File: src/rtl/four_bit_dec_pkg.sv
// Shared constants and the 2-to-4 decode function for the select decoder.
package four_bit_dec_pkg;

    localparam int N_LINES   = 4;
    localparam int SEL_W     = 2;
    localparam int CNT_W_DEF = 8;

    // One-hot decode of a 2-bit select code. An unknown code yields all-X
    // so a bad select shows up in simulation instead of a plausible line.
    function automatic logic [N_LINES-1:0] dec2to4(input logic [SEL_W-1:0] sel);
        case (sel)
            2'b00:   return 4'b0001;
            2'b01:   return 4'b0010;
            2'b10:   return 4'b0100;
            2'b11:   return 4'b1000;
            default: return 'x;
        endcase
    endfunction

endpackage

File: src/rtl/four_bit_dec_sat_counter.sv
// Saturating up-counter: counts inc pulses and sticks at all-ones.
module sat_counter #(
    parameter int W = 8
) (
    input  logic         clk,
    input  logic         rst,
    input  logic         inc,
    output logic [W-1:0] cnt
);

    logic [W-1:0] cnt_q;
    logic [W-1:0] cnt_d;

    // Next count: hold by default, step only when selected and not at max.
    always_comb begin
        // NOTE: assigning the hold value first means every path drives cnt_d, so no latch is inferred.
        cnt_d = cnt_q;
        if (inc && (cnt_q != '1)) begin
            cnt_d = cnt_q + W'(1);
        end
    end

    // Count register with synchronous reset taking priority.
    always_ff @(posedge clk) begin
        // NOTE: non-blocking assignment so every flop samples pre-edge values, independent of block order.
        if (rst) begin
            cnt_q <= '0;
        end else begin
            cnt_q <= cnt_d;
        end
    end

    assign cnt = cnt_q;

endmodule

File: src/rtl/four_bit_dec.sv
// 2-to-4 one-hot select decoder with registered copy, change pulse and
// per-line saturating usage counters.
module four_bit_dec
    import four_bit_dec_pkg::*;
#(
    parameter int CNT_W = CNT_W_DEF
) (
    input  logic                     clk,
    input  logic                     rst,
    input  logic [SEL_W-1:0]         a,
    output logic [N_LINES-1:0]       y,
    output logic [N_LINES-1:0]       y_q,
    output logic                     a_chg,
    output logic [N_LINES*CNT_W-1:0] hit_cnt
);

    logic [N_LINES-1:0] y_reg_q,      y_reg_d;
    logic [SEL_W-1:0]   a_prev_q,     a_prev_d;
    logic               prev_valid_q, prev_valid_d;
    logic               a_chg_q,      a_chg_d;

    // Combinational decode, live regardless of clock or reset.
    assign y = dec2to4(a);

    // Next-state for the monitor registers; a change is only reported once
    // a previous sample exists.
    always_comb begin
        y_reg_d      = y;
        a_prev_d     = a;
        prev_valid_d = 1'b1;
        a_chg_d      = prev_valid_q && (a != a_prev_q);
    end

    // Monitor registers with synchronous reset taking priority.
    always_ff @(posedge clk) begin
        if (rst) begin
            y_reg_q      <= '0;
            a_prev_q     <= '0;
            prev_valid_q <= 1'b0;
            a_chg_q      <= 1'b0;
        end else begin
            y_reg_q      <= y_reg_d;
            a_prev_q     <= a_prev_d;
            prev_valid_q <= prev_valid_d;
            a_chg_q      <= a_chg_d;
        end
    end

    assign y_q   = y_reg_q;
    assign a_chg = a_chg_q;

    // One usage counter per select line, stepped by that line of the decode.
    for (genvar i = 0; i < N_LINES; i++) begin : g_cnt
        sat_counter #(
            .W (CNT_W)
        ) u_cnt (
            .clk (clk),
            .rst (rst),
            .inc (y[i]),
            .cnt (hit_cnt[i*CNT_W +: CNT_W])
        );
    end

endmodule

File: config.mk
export PLATFORM = sky130hd
export DESIGN_NAME = four_bit_dec
export DESIGN_NICKNAME = d
export VERILOG_FILES = /design/src/rtl/four_bit_dec_pkg.sv /design/src/rtl/four_bit_dec_sat_counter.sv /design/src/rtl/four_bit_dec.sv
export SDC_FILE = /design/constraint.sdc
export NUM_CORES = 1
export LEC_CHECK = 0
export ABC_AREA = 1
export CAP_MARGIN = 10
export CORE_MARGIN = 2
export CORE_UTILIZATION = 55
export CTS_BUF_LIST = sky130_fd_sc_hd__clkbuf_4
export CTS_CLUSTER_SIZE = 12
export DETAILED_ROUTE_END_ITERATION = 16
export GPL_TIMING_DRIVEN = 0
export PLACE_DENSITY_LB_ADDON = 0.25
export SYNTH_ARGS = -nofsm -noshare
export SYNTH_HDL_FRONTEND = slang
export SYNTH_SLANG_ARGS = --single-unit
File: constraint.sdc
create_clock -name clk -period 2.98 [get_ports clk]
set_input_delay 0.894 -clock clk [delete_from_list [all_inputs] [get_ports clk]]
set_output_delay 0.894 -clock clk [all_outputs]
set_load 0.01 [all_outputs]
==> run summary, run 1 <==
Floorplan core area: 3420 um^2. For the final RePlAce weighted congestion, the log shows 0.818. Number of global-route vias before repair: 1832. The first global-routing pass estimated 7550 um of wire.

The synthesized instance count is 299, and the portion of the post-synthesis area used by sequential elements is 0.400. The detail route stage leaves a number of antenna-violating nets equal to 0. The run gives 0 as the initial antenna violation count. Traced cell by cell, the critical path runs through clkdlybuf4s15_2, inv_4, nand2_4, inv_2, buf_4, clkdlybuf4s50_1.

The setup TNS was 0 ps. The cell at the root of the clock tree is sky130_fd_sc_hd__clkbuf_4. The startpoint of the lowest-slack hold path was prev_valid_q$_DFF_P_. The initialized floorplan defines 21 standard-cell rows. For the data required time of the worst path, the log shows 2090 ps. For this run the aggregate overflow at the end of global routing stands at 0.

Clock-pin slew was measured on the worst setup and hold paths at 120 ps. The count of TritonRoute iterations in the first routing pass is 4. Dividing the detail-routed wire length by the instance count gives 10.8 um. After detailed routing, the total wire length is 4330 um.

The antenna diode count is 0, and the highest ir drop seen on vdd is 312 uV. The tools report the number of failing setup endpoints in the final timing report as 0. The cell depth of the worst flop-to-flop path was 7; the number of hold buffers added after cts was 0.

After layout, the worst setup slack is 47.8 ps. The worst setup slack for register-to-register paths is 1540 ps. The startpoint identified for the worst register-to-register timing path is g_cnt[2].u_cnt.cnt[0]$_SDFFE_PP0P_.

Synthesis inferred 40 register bits. The cell depth of the worst setup path is 6, and the number of design rule violations left after detail routing is 0. The mapped netlist covers 2000 um^2. TritonCTS built the clock tree. After the last flow step, the layout net total stands at 361.

The largest single stage delay on the critical path is 510 ps. The pin slew with the least headroom to its limit is 467 ps. The number of buffers added by the clock tree synthesis step is 5, and the area of all placed cells without fillers is 2620 um^2. For this run, the number of Yosys warnings is 0. In this run the critical register-to-register path is captured at g_cnt[2].u_cnt.cnt[0]$_SDFFE_PP0P_.

The die covers 4140 um^2. The number of buffers added on ports was 44. For the post-detailed-placement cell area, the log shows 2500 um^2. In this run the horizontal extent of the chip is 64.3 um.

The period utilization came out at 0.984. After the first detailed-routing iteration, the DRC count stood at 100. STA classifies the critical path endpoint as an output pin.

The H-tree was split into 2 levels. The hold-critical path depth is 2. In this run the worst hold path is classified as flop to flop.

At the placement stage, the worst setup path has a slack of -452 ps. The maximum fanout along the worst path works out to 7. Fill cells in the final layout number 265. Entering global routing, the biggest net connects 13 pins. No sink is reached through more buffers than the 2 on the longest clock path. Starting utilization of the core area: 0.586.

The die outline height is 64.3 um. A synthesized cell averages 6.70 um^2. The run finished with clean final reports. The master of the slowest instance on the critical path is sky130_fd_sc_hd__clkdlybuf4s50_1.

Cell class contributing the biggest share of worst-path delay: buffers and inverters. The worst relative slew slack is 0.689. The critical path contains buffers and inverters numbering 5 combined. The ratio of routed vias to standard cells is 5.03, and the utilization after layout is 0.768.

For the count of clock tree sinks, the log shows 40. Setup repair after global routing left no endpoint under its margin. Across the run, the number of max-cap violations was 0. The final critical delay including setup and external delays is 2930 ps.

Summed over all cells, the static leakage comes to 1.14 nW. The tools report the worst hold path endpoint as a_chg$_SDFF_PP0_. The final hold violation count is 0. The area growth from synthesis to layout is 31.0%.

Summed over all nets, the half-perimeter wirelength after detailed placement is 3080 um. STA classifies the critical path startpoint as a primary input. Power spread over the standard cell area amounts to 391 nW/um^2. The logs give 0.227 for the aggregate global-route resource usage and 2010 for the number of vias in the routed layout.

For the final-report max-slew violation count, the log shows 0. For the synthesized net count, the log shows 307. At the later pin of the worst-skew pair, clock insertion delay measures 340 ps. The peak clock frequency supported by timing came out at 341 MHz. 45 I/O pins were placed. The critical path in this run is classified as primary input to output pin. Clock skew on the completed layout was measured at 4.20 ps. STA puts the critical path data arrival time at 2040 ps. The netlist uses 28 different library cells.

Fraction of final layout cells with drive strength greater than 1: 0.119.
placed cells by master, fill, tap and decap left out, drive strengths merged, types with 2 or more instances in the layout:
cell type      Yosys  final
nor2              61     61
clkinv             1      2
buf                8     11
dfxtp             40     40
nand3             27     27
o21ai              3      3
nor3               7      7
clkdlybuf4s50      0     42
clkbuf             1      8
nand2             79     79
ha                 4      4
a21oi             18     18
inv               36     36
nand4              6      6
cell families after synthesis:
kind of cell,synth area share
DFF,0.400
and+or+nand+nor,0.399
buffers and inverters,0.104
AOI/OAI and AO/OA,0.0675
xor gates and xnor gates,0.00438
adders and majority gates,0.0250
layout make-up:
type | count | area, um^2 | area share
buffer | 9 | 68.8 | 0.0262
sequential | 40 | 801 | 0.305
multi-input combinational | 213 | 1010 | 0.386
inverter | 37 | 143 | 0.0544
clock buffer | 6 | 45.0 | 0.0172
timing repair buffer | 47 | 459 | 0.175
clock inverter | 2 | 35.0 | 0.0134
tap | 46 | 57.6 | 0.0219
sequential cells by signal, indices dropped and copies added, names as in the netlist:
signal	flops
a_chg	1
a_prev_q	2
g_cnt.u_cnt.cnt	32
prev_valid_q	1
y_q	4
tightest hold or removal path, delay by kind of cell, from the launching register on:
kind,cells,cell delay [ps]
and+or+nand+nor,1,50
AOI/OAI and AO/OA,1,30
DFF,1,320
cell usage after synthesis:
master                     instances  area (um^2)
sky130_fd_sc_hd__nand2_1          76          285
sky130_fd_sc_hd__nor2_1           56          210
sky130_fd_sc_hd__dfxtp_1          40          801
sky130_fd_sc_hd__inv_1            34          128
sky130_fd_sc_hd__nand3_1          25          125
sky130_fd_sc_hd__a21oi_1          18         90.1
sky130_fd_sc_hd__nor3_1            7         35.0
sky130_fd_sc_hd__nand4_1           6         37.5
sky130_fd_sc_hd__buf_4             5         37.5
sky130_fd_sc_hd__ha_1              4         50.1
sky130_fd_sc_hd__nand2_2           3         18.8
sky130_fd_sc_hd__nor2_4            3         33.8
sky130_fd_sc_hd__o21ai_0           3         15.0
sky130_fd_sc_hd__buf_6             2         22.5
sky130_fd_sc_hd__inv_2             2         7.51
sky130_fd_sc_hd__nand3_2           2         20.0
sky130_fd_sc_hd__nor2_2            2         12.5
sky130_fd_sc_hd__a21o_1            1         7.51
sky130_fd_sc_hd__a31oi_1           1         6.26
sky130_fd_sc_hd__a41oi_1           1         8.76
sky130_fd_sc_hd__buf_2             1         5.00
sky130_fd_sc_hd__clkbuf_1          1         3.75
sky130_fd_sc_hd__clkinv_1          1         3.75
sky130_fd_sc_hd__nand3b_1          1         7.51
sky130_fd_sc_hd__nor3b_1           1         7.51
sky130_fd_sc_hd__o31ai_1           1         7.51
sky130_fd_sc_hd__or2_2             1         6.26
sky130_fd_sc_hd__xor2_1            1         8.76
power by group:
group,switching [mW],internal (mW)
clock network,0.182,0.185
registers,0.00972,0.547
logic,0.0522,0.0490
total,0.244,0.781
metrics by stage:
stage | hold slack, ps | std cells | power [mW]
floorplan | 408 | 299 | 0.621
detailed placement | 419 | 389 | 0.663
global placement | 423 | 389 | 0.660
global route | 453 | 400 | 1.07
finish | 431 | 400 | 1.02
CTS | 430 | 400 | 1.03
what timing repair did:
action,CTS,global route
resized for setup,15,2
endpoints found under the setup margin,4,4
gates cloned,0,0
buffers inserted,3,0
layer usage:
layer / up-vias / GRT usage / wire, um
li1: 1051 / - / -
met1: 895 / 0.270 / 1940
met2: 58 / 0.396 / 2070
met3: 6 / 0.0581 / 270
met4: 0 / 0.0771 / 50
met5: - / 0 / 0
worst max-delay path by stage:
stage	start	endpoint	slack, ps
detailed placement	a[1]	y[1]	-450
finish	a[1]	y[0]	50
floorplan	a[1]	y[1]	700
CTS	a[0]	y[0]	2
global placement	a[1]	y[1]	-440
global route	a[1]	y[0]	4
Power figures use the tool's default switching activity.
==> run 2: changes to the inputs <==
Settings changed: CORE_UTILIZATION 55 to 54, CTS_BUF_LIST sky130_fd_sc_hd__clkbuf_4 to default.
==> run 2 against run 1 <==
Net effect:
- maximum frequency about the same
- clock skew barely moved
- cell count up 0.25%
- via count is 1.2% lower
- total power grew 2.3%
- cell area increased by 0.81%
- critical path type unchanged
==> run summary, run 2 (same netlist as run 1, synthesis figures left out) <==
The flow ran to the end, and the final reports show no timing, DRC or antenna violations. For the final hold violation count, the log shows 0 (unchanged). Worst setup slack before clock tree synthesis: -434 ps (+17.6 ps). Power per cell area: 396 nW/um^2 (+1.5%).

The tools report the cell at the root of the clock tree as sky130_fd_sc_hd__clkbuf_8. The run gives 2 (unchanged) as the H-tree depth. The fraction of final layout cells with drive strength greater than 1 is 0.116 (-0.00250), and the maximum cell stage delay along the critical path is 510 ps (about the same). The wire length of the first global-routing pass was 7650 um (+1.3%).

The final critical delay including setup and external delays works out to 2930 ps (-1.74 ps). Leaving out fill and tap cells, the most frequent cell in the layout is sky130_fd_sc_hd__nand2_1. Traced cell by cell, the critical path runs through clkdlybuf4s15_2, inv_4, nand2_4, inv_2, buf_4, clkdlybuf4s50_1.

For the sequential cell area in the final layout, the log shows 801 um^2 (unchanged). TritonCTS built the clock tree. The cell depth of the worst flop-to-flop path works out to 8 (+1).

In the layout the commonest cells are sky130_fd_sc_hd__nand2_1, sky130_fd_sc_hd__nor2_1, sky130_fd_sc_hd__clkdlybuf4s50_1. The tools report the leakage component of the power as 1.14 nW (+0.41%). The run gives 2 (unchanged) as the deepest clock path buffer count. The number of design rule violations left after detail routing came out at 0 (unchanged). The largest individual stage delay along the critical path comes from the cell sky130_fd_sc_hd__clkdlybuf4s50_1. The total of max-cap violations was 0 (unchanged); the number of flip-flops in the largest register was 32 (unchanged). Area of all placed cells without fillers: 2640 um^2 (+0.81%). The fill cell total of the finished layout was 303 (+14%); the number of cells in the design after placement was 391 (+0.51%). The largest clock skew in the final design came out at 4.51 ps (+0.308 ps). The area of the multi-input gates came out at 1010 um^2 (unchanged). The count of TritonRoute iterations in the first routing pass is 4 (unchanged), and the setup slack of the critical path after layout is 49.6 ps (+1.74 ps).

Maximum fanout along the worst path: 7 (unchanged). The worst hold path class was flop to flop. Aggregate global-route resource usage: 0.230 (+0.00292). For the number of global-route vias before repair, the log shows 1849 (+0.93%). The number of vias in the routed layout was 1986 (-1.2%); the critical path data arrival time was 2040 ps (about the same).

The ratio of routed vias to standard cells was 4.95 (-1.4%); the final wirelength was 4430 um (+2.3%). Category of the most critical setup path: primary input to output pin. The logs give 5 (unchanged) for the number of buffers added by the clock tree synthesis step and 361 (unchanged) for the total number of nets in the final design.

The per-cell routed wire length is 11.1 um (+2.0%), and the source-to-sink clock delay at the later pin of the worst-skew pair is 290 ps (-50 ps). The placed wire-length estimate is 3200 um (+4.0%), and the final RePlAce weighted congestion is 0.896 (+9.6%). The number of violations reported at the end of detailed-routing iteration 0 was 145 (+45%); the worst hold slack was 437 ps (+6.39 ps). Maximum number of pins on one net before global-route repair: 12 (-1). Initial antenna violation count: 0 (unchanged). Startpoint kind of the worst setup timing path: a primary input. Final-report max-slew violation count: 0 (unchanged).

The run gives 0 (unchanged) as the number of hold buffers added after cts. The tools report the worst relative slew slack as 0.683 (-0.00630). The logs give 4210 um^2 (+1.7%) for the floorplan die area and 22 (+4.8%) for the standard-cell row count. The width of the die works out to 64.9 um (+0.86%). The highest ir drop seen on vdd came out at 216 uV (-31%). The synthesis-to-finish area growth was 32.1%. The top-level I/O count came out at 45 (unchanged). The non-filler instance count after layout was 401 (+0.25%); the residual overflow from global routing was 0 (unchanged). The peak clock frequency supported by timing was 341 MHz (about the same); the clock-pin transition on the worst setup and hold timing paths was 70 ps (-50 ps). The starting utilization of the core area was 0.555 (-0.0309); the hold-critical path depth was 2 (unchanged). The die outline height came out at 64.9 um (+0.86%). The remaining antenna violation count after routing came out at 0 (unchanged). The run gives 40 (unchanged) as the count of clock tree sinks.

The number of buffers added on ports works out to 44 (unchanged). The run gives 0 (unchanged) as the number of failing setup endpoints in the final timing report. The tools report the type of element capturing the critical path as an output pin. The run gives 3610 um^2 (+5.6%) as the floorplan core area. The tools report the setup TNS as 0 ps (unchanged).

The antenna diode count came out at 0 (unchanged). The data required time of the worst path was 2090 ps (about the same); the period utilization was 0.983 (about the same). Pin slew with the least headroom to its limit: 476 ps (+9.44 ps). The run gives 2500 um^2 (+0.10%) as the post-detailed-placement cell area.
-- run 2: worst paths after layout --
check | start | endpoint | slack, ps
hold / removal | prev_valid_q$_DFF_P_ | a_chg$_SDFF_PP0_ | 440
hold reg to reg | prev_valid_q$_DFF_P_ | a_chg$_SDFF_PP0_ | 440
setup / recovery | a[0] | y[0] | 50
setup reg to reg | g_cnt[0].u_cnt.cnt[0]$_SDFFE_PP0P_ | g_cnt[0].u_cnt.cnt[3]$_SDFFE_PP0P_ | 1540
-- run 2: repair_timing --
action,CTS,global route
buffers inserted,3,0
endpoints found under the setup margin,4,2
pin swaps,0,0
gates resized for setup,16,4
-- run 2: worst max-delay path, delay by kind of cell --
family                 cells  cell delay, ps
buffers and inverters      5            1040
AND/OR/NAND/NOR            1              90
-- run 2: layer usage --
layer | wire (um) | track usage | vias up
met5 | 0 | 0 | -
met4 | 48 | 0.0798 | 0
met3 | 219 | 0.0608 | 4
met2 | 2210 | 0.418 | 56
met1 | 1960 | 0.257 | 880
li1 | - | - | 1046
-- run 2: layout make-up --
type | count | share of cell area
Tap cell | 48 | 0.0227
Buffer | 9 | 0.0260
Timing Repair Buffer | 47 | 0.174
Sequential cell | 40 | 0.303
Multi-Input combinational cell | 213 | 0.383
Clock buffer | 7 | 0.0364
Inverter | 37 | 0.0549
-- run 2: through the flow --
step	power (mW)	util
global placement	0.660	0.694
CTS	1.05	0.734
global route	1.09	0.733
detailed placement	0.664	0.694
finish	1.05	0.733
floorplan	0.621	-
-- run 2: power by group --
part	total, mW	switching, mW	internal [mW]
logic	0.101	0.0523	0.0491
clock network	0.390	0.184	0.206
registers	0.557	0.0101	0.546
total	1.05	0.246	0.802
==> run 3: changes to the inputs <==
Settings changed: CELL_PAD_IN_SITES_DETAIL_PLACEMENT from default to 0, CELL_PAD_IN_SITES_GLOBAL_PLACEMENT from default to 1, CORE_UTILIZATION 54 to 37.
==> run 3 against run 2 <==
Net effect:
- non-clock buffer count is 1 higher
- wire length shrank 0.45%
- critical path depth stayed put
- largest cell class unchanged
==> run summary, run 3 (same netlist as run 1, synthesis figures left out) <==
The run finished with clean final reports. For the final wirelength, the log shows 4410 um (-0.45%). Number of buffers added on ports: 44 (unchanged). The worst hold path class was flop to flop. The tools report the cell at the root of the clock tree as sky130_fd_sc_hd__clkbuf_8. The logs give 1971 (-0.76%) for the number of vias in the routed layout and 2180 um (+12%) for the total routed wire length on the met1 layer. The critical path data arrival time was 2040 ps (about the same). The startpoint kind of the worst setup timing path is a primary input. The die outline height is 77.6 um (+20%).

The startpoint of the lowest-slack hold path was prev_valid_q$_DFF_P_. The tools report the remaining antenna violation count after routing as 0 (unchanged). The worst setup path is captured at an output pin. Leaving out fill and tap cells, the most frequent cell in the layout is sky130_fd_sc_hd__nand2_1.

The ratio of routed vias to standard cells was 4.64 (-6.4%); the number of design rule violations left after detail routing was 0 (unchanged). Compared with the post-synthesis result, the final layout area differs by 34.5%. The run gives 0.159 (-0.0711) as the aggregate global-route resource usage. The peak clock frequency supported by timing is 341 MHz (about the same).

Sequential share of power: 0.499 (-0.032). Floorplan core area: 5170 um^2 (+43%). The fraction of final layout cells with drive strength greater than 1 is 0.121 (+0.00498), and the number of hold buffers added after cts is 0 (unchanged). The data required time of the worst path came out at 2090 ps (about the same). The topmost layer with routed signal wires is met4. Number of flip-flops in the largest register: 32 (unchanged). The switching power summed over all nets was 0.267 mW (+8.6%); the maximum number of pins on one net before global-route repair was 15 (+3). For the part of the power in the clock network, the log shows 0.411 (+0.039). The top-level I/O count came out at 45 (unchanged).

The tools report the worst hold path endpoint as a_chg$_SDFF_PP0_. The maximum fanout along the worst path was 5 (-2); the initial antenna violation count was 0 (unchanged). The tools report the count of TritonRoute iterations in the first routing pass as 4 (unchanged). The hold-critical path depth works out to 2 (unchanged).

The tools report the worst relative slew slack as 0.689 (+0.00633). The run gives 40 (unchanged) as the count of clock tree sinks. Setup repair after global routing could not meet its margin everywhere. The residual overflow from global routing was 0 (unchanged). Internal portion of total power: 0.848 mW (+5.7%). The clock-pin transition on the worst setup and hold timing paths is 90 ps (+20 ps), and the total number of nets in the final design is 362 (+0.28%).

The final critical delay including setup and external delays is 2930 ps (+1.61 ps), and the wire length of the first global-routing pass is 7940 um (+3.8%). The run gives 2530 um^2 (+1.1%) as the post-detailed-placement cell area. The total of max-cap violations is 0 (unchanged). The run gives 153 um (-30%) as the length of routed met3 wiring. The run gives 0.387 (-0.168) as the starting utilization of the core area.

The setup TNS is 0 ps (unchanged). The logs give 6010 um^2 (+43%) for the floorplan die area and 48.0 ps (-1.61 ps) for the setup slack of the critical path after layout. For the worst setup slack before clock tree synthesis, the log shows -459 ps (-24.5 ps). The pin slew with the least headroom to its limit was 467 ps (-9.50 ps). The library cells used most frequently in the layout, excluding fill and tap cells, are sky130_fd_sc_hd__nand2_1, sky130_fd_sc_hd__nor2_1, sky130_fd_sc_hd__clkdlybuf4s50_1. For the leakage component of the power, the log shows 1.16 nW (+1.4%).

The logs give 0 (unchanged) for the final hold violation count and 0.091 (-0.006) for the combinational power share. By startpoint and endpoint, the worst setup path is classified as primary input to output pin. The cell depth of the worst flop-to-flop path is 8 (unchanged), and the period utilization is 0.984 (about the same). The tools report the highest ir drop seen on vdd as 149 uV (-31%). The largest clock skew in the final design is 6.68 ps (+2.17 ps). In this run the critical register-to-register path is captured at g_cnt[0].u_cnt.cnt[3]$_SDFFE_PP0P_. The antenna diode count was 0 (unchanged). TritonCTS built the clock tree.

The run gives 2 (unchanged) as the H-tree depth. Width of the die: 77.6 um (+20%). The area of all placed cells without fillers is 2690 um^2 (+1.8%), and the final-report max-slew violation count is 0 (unchanged). The number of failing setup endpoints in the final timing report was 0 (unchanged).

The tools report the deepest clock path buffer count as 2 (unchanged). Switching fraction of total power: 0.240 (+0.00481). For the standard-cell row count, the log shows 26 (+18%).

The startpoint of the most critical register-to-register path was g_cnt[0].u_cnt.cnt[0]$_SDFFE_PP0P_. The number of global-route vias before repair came out at 1817 (-1.7%). The final RePlAce weighted congestion is 0.821 (-8.4%), and the per-cell routed wire length is 10.4 um (-6.1%). Power per cell area: 414 nW/um^2 (+4.5%).

The number of violations reported at the end of detailed-routing iteration 0 is 79 (-46%). The worst setup slack for register-to-register paths came out at 1570 ps (+30 ps). The number of buffers added by the clock tree synthesis step was 5 (unchanged).

The source-to-sink clock delay at the later pin of the worst-skew pair was 300 ps (about the same). The detailed route wirelength on metal2 is 2020 um (-8.5%), and the placed wire-length estimate is 3190 um (-0.38%).
==> run 3: cell count changes in the layout (fill, tap and decap cells not counted) <==
cell	delta
sky130_fd_sc_hd__inv_4	-2
sky130_fd_sc_hd__buf_2	-1
sky130_fd_sc_hd__buf_4	+1
sky130_fd_sc_hd__clkbuf_2	+1
sky130_fd_sc_hd__inv_2	+2
sky130_fd_sc_hd__dlygate4sd2_1	+1
sky130_fd_sc_hd__clkbuf_8	-2
sky130_fd_sc_hd__bufinv_16	+1
sky130_fd_sc_hd__clkinv_4	+2
sky130_fd_sc_hd__clkdlybuf4s50_1	-1
==> run 3: layout make-up <==
| cell class | instances | area (um^2) |
|---|---|---|
| Tap cell | 70 | 87.6 |
| Sequential cell | 40 | 801 |
| Fill cell | 541 | 2480 |
| Timing Repair Buffer | 48 | 465 |
| Clock inverter | 3 | 47.5 |
| Inverter | 37 | 140 |
| Multi-Input combinational cell | 213 | 1010 |
| Clock buffer | 5 | 68.8 |
| Buffer | 9 | 68.8 |
==> run 3: repair_timing <==
item | CTS | global route
buffers inserted | 4 | 0
endpoints found under the setup margin | 4 | 3
resized for setup | 15 | 2
cloned | 0 | 0
pin swaps | 0 | 1
==> run 3: critical path: stages <==
cell,delay [ps]
sky130_fd_sc_hd__clkdlybuf4s15_2,230
sky130_fd_sc_hd__inv_2,140
sky130_fd_sc_hd__nand2_4,90
sky130_fd_sc_hd__inv_2,70
sky130_fd_sc_hd__buf_4,90
sky130_fd_sc_hd__clkdlybuf4s50_1,520
==> run 3: worst max path at each step <==
stage,start,slack (ps),depth (start not counted),to
2_1_floorplan,a[1],700,4,y[1]
3_3_place_gp,a[1],-460,6,y[1]
3_5_place_dp,a[1],-460,6,y[1]
4_1_cts,a[0],6,5,y[3]
5_1_grt,a[1],-7,6,y[1]
6_report,a[1],50,6,y[1]
==> run 3: metrics by stage <==
stage | util | power (mW) | instances | hold WS (ps)
after floorplan | - | 0.621 | 299 | 408
final | 0.521 | 1.11 | 425 | 445
after CTS | 0.521 | 1.13 | 425 | 452
after detailed placement | 0.489 | 0.664 | 413 | 429
after global placement | 0.489 | 0.662 | 413 | 424
after global routing | 0.521 | 1.17 | 425 | 483
==> run 3: power groups by stage <==
stage | sequential (mW) | clock [mW] | combinational, mW
floorplan | 0.572 | 0 | 0.0488
global placement | 0.568 | 0 | 0.0940
detailed placement | 0.569 | 0 | 0.0949
CTS | 0.556 | 0.471 | 0.102
global route | 0.558 | 0.497 | 0.113
finish | 0.556 | 0.458 | 0.101
==> run 3: metal layers <==
layer  vias up  track usage
met4         0       0.0500
met2        32        0.267
met1       882        0.205
met3         5       0.0326
li1       1052            -
met5         -            0
==> RTL change 1, RTL diff (config.mk and constraints of run 3) <==
`N_LINES`: 4 -> 8.
--- a/src/rtl/four_bit_dec_pkg.sv
+++ b/src/rtl/four_bit_dec_pkg.sv
@@ -1,7 +1,7 @@
 // Shared constants and the 2-to-4 decode function for the select decoder.
 package four_bit_dec_pkg;
 
-    localparam int N_LINES   = 4;
+    localparam int N_LINES   = 8;
     localparam int SEL_W     = 2;
     localparam int CNT_W_DEF = 8;
 
Interface: changed (resized hit_cnt, y and y_q); port bits go from 45 to 85. The function was not compared with the original's and may differ.
==> RTL change 1 against run 3 <==
  * Power increased by 9.0%
  * Sequential cell count unchanged
  * Area after synthesis increased by 15%
  * Global-route usage decreased by 1.6 points
  * Worst setup slack got worse by 0.028 ns
  * Largest cell class unchanged
  * Final area increased by 17%
  * Count of clock-buffer cells in the layout increased by 2
  * Highest routed layer unchanged
  * Wire length increased by 9.7%
  * Final cell count increased by 18%
==> RTL change 1: results (changes against run 3) <==
| Metric | Value |
|---|---|
| Outcome | `completed` |
| Dpl hpwl | `3660 um (+15%)` |
| R2r setup slk | `1.59 ns (+0.02 ns)` |
| Worst R2R Path Depth | `6 (-2)` |
| GRT Overall Usage | `14.3% (-1.6 points)` |
| Post-Route Skew | `0.00186 ns (-0.00482 ns)` |
| GR Util met3 | `3.28% (+0.025 points)` |
| Nets | `432 (+19%)` |
| Distinct cells, synth | `27 (-3.6%)` |
| Worst slack at placement | `-0.435 ns (+0.0238 ns)` |
| DR WL/cell | `9.68 um (-6.7%)` |
| Largest net degree at the start of global routing | `13 (-2)` |
| Maximum fanout along the worst path | `8 (+3)` |
| Data arrival time of the worst path | `2.07 ns (+0.03 ns)` |
| Cells after Synth | `331 (+11%)` |
| Vias | `2132 (+8.2%)` |
| Top post-synthesis cells by area | `dfxtp_1 35%, buf_4 15%, nand2_1 11%` |
| Cells after DPL | `489 (+18%)` |
| Fmax | `338 MHz (-0.96%)` |
| Number of global-route vias before repair | `1896 (+4.3%)` |
| P_sw | `293 uW (+9.7%)` |
| Biggest area consumer among synthesized cells | `dfxtp_1` |
| Cell Count, Final, Fillers Out | `500 (+18%)` |
| Synth Area in Adders | `2.17% (-0.33 points)` |
| GPL Wtd Cong | `0.794 (-3.3%)` |
| Synth Area in Compound Gates | `6.62% (-0.13 points)` |
| Leakage | `1.45 nW (+25%)` |
| Share of post-route cells with drive strength above 1 | `20.5% (+8.4 points)` |
| First-pass GRT wire length | `8220 um (+3.6%)` |
| Max rail drop VDD | `0.250 mV (+67%)` |
| XOR/XNOR share of the synthesized area | `0% (-0.44 points)` |
| Commonest cells in the netlist | `67 x nand2_1, 47 x nor2_1, 45 x buf_4` |
## RTL change 1: layout make-up
| class | count | area (um2) |
|---|---|---|
| clock buffers | 7 | 96.3 |
| inverters | 35 | 149 |
| flip-flops and latches | 40 | 801 |
| plain buffers | 48 | 358 |
| repair buffers | 47 | 459 |
| fillers | 599 | 2810 |
| multi-input cells | 247 | 1160 |
| well taps | 75 | 93.8 |
| clock inverters | 1 | 30.0 |
## RTL change 1: worst min-delay path, stage by stage (launching register included)
cell	delay, ns
dfxtp_1	0.30
nand2_1	0.05
a41oi_1	0.04
## RTL change 1: layer usage
metal	up-vias	wire length, um
li1	1154	-
met1	911	2340
met2	57	2160
met3	10	263
met4	0	79
met5	-	0
## RTL change 1: kinds of logic (layout without fill, tap and decap cells)
group,count (synthesis),after routing
simple gates,174,174
flops,40,40
buf+inv,83,138
fa+ha+maj,4,4
compound gates,29,29
other cells,1,40
## RTL change 1: final timing paths
path,to,startpoint
worst max-delay path,y[3],a[0]
worst min-delay path,a_chg,prev_valid_q
worst max register to register,g_cnt[3].u_cnt.cnt[4],g_cnt[3].u_cnt.cnt[0]
worst min register to register,a_chg,prev_valid_q
## RTL change 1: what timing repair did
| item | 4_1_cts | 5_1_grt |
|---|---|---|
| hold buffers | 0 | 0 |
| endpoints found under the setup margin | 4 | 2 |
| setup buffers | 3 | 0 |
| gates resized for setup | 12 | 3 |
## RTL change 1: stage by stage
| step | util [%] | cell area [um2] | hold WS (ns) |
|---|---|---|---|
| global route | 52.9 | 3150 | 0.459 |
| floorplan | - | 2450 | 0.408 |
| detailed placement | 50.1 | 2990 | 0.425 |
| CTS | 52.8 | 3140 | 0.435 |
| finish | 52.9 | 3150 | 0.430 |
| global placement | 50.1 | 2990 | 0.428 |
## RTL change 1: power by group through the flow
| stage | registers, mW | clock network (mW) | logic (mW) |
|---|---|---|---|
| after global routing | 0.557 | 0.527 | 0.181 |
| after global placement | 0.567 | 0 | 0.157 |
| after detailed placement | 0.568 | 0 | 0.158 |
| after CTS | 0.555 | 0.517 | 0.162 |
| after floorplan | 0.571 | 0 | 0.112 |
| final | 0.555 | 0.496 | 0.164 |
==> RTL change 2, RTL diff (flow settings as in run 3) <==
Made on the original files. Add an input register stage for `a`, without a reset; this delays it by one clock.
--- a/src/rtl/four_bit_dec.sv
+++ b/src/rtl/four_bit_dec.sv
@@ -14,21 +14,27 @@
     output logic [N_LINES*CNT_W-1:0] hit_cnt
 );
 
+    logic [SEL_W-1:0] a_q;
+
+    always_ff @(posedge clk) begin
+        a_q <= a;
+    end
+
     logic [N_LINES-1:0] y_reg_q,      y_reg_d;
     logic [SEL_W-1:0]   a_prev_q,     a_prev_d;
     logic               prev_valid_q, prev_valid_d;
     logic               a_chg_q,      a_chg_d;
 
     // Combinational decode, live regardless of clock or reset.
-    assign y = dec2to4(a);
+    assign y = dec2to4(a_q);
 
     // Next-state for the monitor registers; a change is only reported once
     // a previous sample exists.
     always_comb begin
         y_reg_d      = y;
-        a_prev_d     = a;
+        a_prev_d     = a_q;
         prev_valid_d = 1'b1;
-        a_chg_d      = prev_valid_q && (a != a_prev_q);
+        a_chg_d      = prev_valid_q && (a_q != a_prev_q);
     end
 
     // Monitor registers with synchronous reset taking priority.
Function: changed (Yosys sat finds a counterexample within 4 cycles, from zero or initial values and one cycle with rst high).
==> RTL change 2 against run 3 <==
  * Worst hold slack got worse by 0.0034 ns
  * Area after synthesis decreased by 1.8%
  * Wire length decreased by 1.9%
  * Power decreased by 3.8%
  * Final cell count decreased by 1.6%
  * Sequential cell count increased by 2
  * Final area decreased by 3.9%
  * Worst setup slack improved by 0.27 ns
  * Critical path type is now flop to output pin
  * Largest cell class unchanged
  * Largest power group unchanged
==> RTL change 2: results (changes against run 3) <==
| Metric | Value |
|---|---|
| Largest net degree at the start of global routing | `14 (-1)` |
| Nets | `355 (-1.9%)` |
| Outcome | `completed` |
| First-pass GRT wire length | `7760 um (-2.2%)` |
| Vias per Instance | `4.56 (-1.6%)` |
| Leakage | `1.06 nW (-8.2%)` |
| Antenna violations before repair | `0 (unchanged)` |
| Root buffer cell | `clkbuf_8` |
| Number of global-route vias before repair | `1766 (-2.8%)` |
| Ys async rst share | `0% (unchanged)` |
| Port-buffer cells | `44 (unchanged)` |
| DR WL/cell | `10.4 um (-0.26%)` |
| Yosys warning count | `0 (unchanged)` |
| DR pass1 iterations | `4 (unchanged)` |
| Share of the yosys chip area belonging to registers | `42.8% (+2.8 points)` |
| Max rail drop VDD | `0.245 mV (+64%)` |
| GRT Overall Usage | `16.0% (+0.091 points)` |
| Max-slew headroom | `58.0% (-11 points)` |
| Dpl hpwl | `3180 um (-0.31%)` |
| Worst slack at placement | `0.438 ns (+0.896 ns)` |
| H-Tree Level Count | `2 (unchanged)` |
| Share of post-route cells with drive strength above 1 | `5.75% (-6.4 points)` |
| DP Area | `0.00249 mm2 (-1.4%)` |
| Number of buffers created by CTS | `5 (unchanged)` |
| Clock Latency Late Sink | `0.30 ns (about the same)` |
| First-iteration detailed-routing DRC count | `82 (+3.8%)` |
| Min-delay worst type | `flop to flop` |
| Post-synth EDFFs | `0 (unchanged)` |
| Top post-synthesis cells by area | `dfxtp_1 43%, nand2_1 15%, nor2_1 11%` |
| Maximum fanout along the worst path | `7 (+2)` |
| Commonest cells in the netlist | `78 x nand2_1, 59 x nor2_1, 42 x dfxtp_1` |
| Postcts setup bufs | `0 (-4)` |
| Clock Path Buffers | `2 (unchanged)` |
| Ys flop type | `dfxtp_1` |
| Distinct cells, synth | `23 (-18%)` |
| GPL Wtd Cong | `0.772 (-6.0%)` |
| Switching part of the total | `24.6% (+0.62 points)` |
| Data arrival time of the worst path | `1.77 ns (-0.27 ns)` |
| Clock transition at path regs | `0.09 ns (about the same)` |
| Synthesized Nets | `304 (-0.98%)` |
| Antenna cells | `0 (unchanged)` |
| Post-Route Skew | `0.0111 ns (+0.00438 ns)` |
| CTS resizes | `0 (-15)` |
| Max FFs per register | `32 (unchanged)` |
[RTL change 2: cell count changes in the layout (fill, tap and decap cells not counted), moves of 3 or more]
cell and change:
buf_4 -4, nor2_4 -3, nor2_1 +3, nand4_1 -4, inv_2 -4, clkdlybuf4s50_1 +3
nand2_1 +6
[RTL change 2: routing by layer]
metal | global-route usage, % | share of wire [%]
met1 | 20.3 | 48
met2 | 26.2 | 45
met3 | 3.88 | 5.0
met4 | 6.00 | 1.6
met5 | 0 | 0
[RTL change 2: metrics by stage]
| step | power, mW | std cells |
|---|---|---|
| 2_1_floorplan | 0.654 | 296 |
| 3_3_place_gp | 0.699 | 410 |
| 3_5_place_dp | 0.700 | 410 |
| 4_1_cts | 1.09 | 418 |
| 5_1_grt | 1.12 | 418 |
| 6_report | 1.07 | 418 |
[RTL change 2: power by group through the flow]
stage	registers (mW)	clock network (mW)	logic [mW]
6_report	0.589	0.388	0.0958
5_1_grt	0.592	0.417	0.108
4_1_cts	0.589	0.402	0.0975
3_5_place_dp	0.602	0	0.0972
3_3_place_gp	0.602	0	0.0964
2_1_floorplan	0.605	0	0.0485
[RTL change 2: final cells by class]
class	count	area [um2]
tap	70	87.6
clock buffer	6	82.6
clock inverter	2	12.5
inverter	33	124
multi-input combinational	213	951
buffer	8	50.0
fill	550	2520
sequential	42	841
timing repair buffer	44	440
[RTL change 2: critical path: stages, from the launching register on]
cell and delay (ns):
dfxtp_1 0.34, inv_1 0.13, nand2_1 0.14, inv_1 0.20, buf_4 0.14, clkdlybuf4s50_1 0.52
[RTL change 2: logic make-up after synthesis]
kind of cell,share of synthesized area [%]
xor+xnor,0.446
fa+ha+maj,2.55
compound gates,7.45
flops,42.8
buf+inv,8.85
simple gates,37.9
[RTL change 2: path summary, 6_finish.rpt]
check,start,to,slack (ns),cells past startpoint
setup / recovery,a_prev_d[0],y[2],0.32,5
hold / removal,prev_valid_q,a_chg,0.44,2
setup reg to reg,g_cnt[1].u_cnt.cnt[0],g_cnt[1].u_cnt.cnt[5],1.52,8
hold reg to reg,prev_valid_q,a_chg,0.44,2
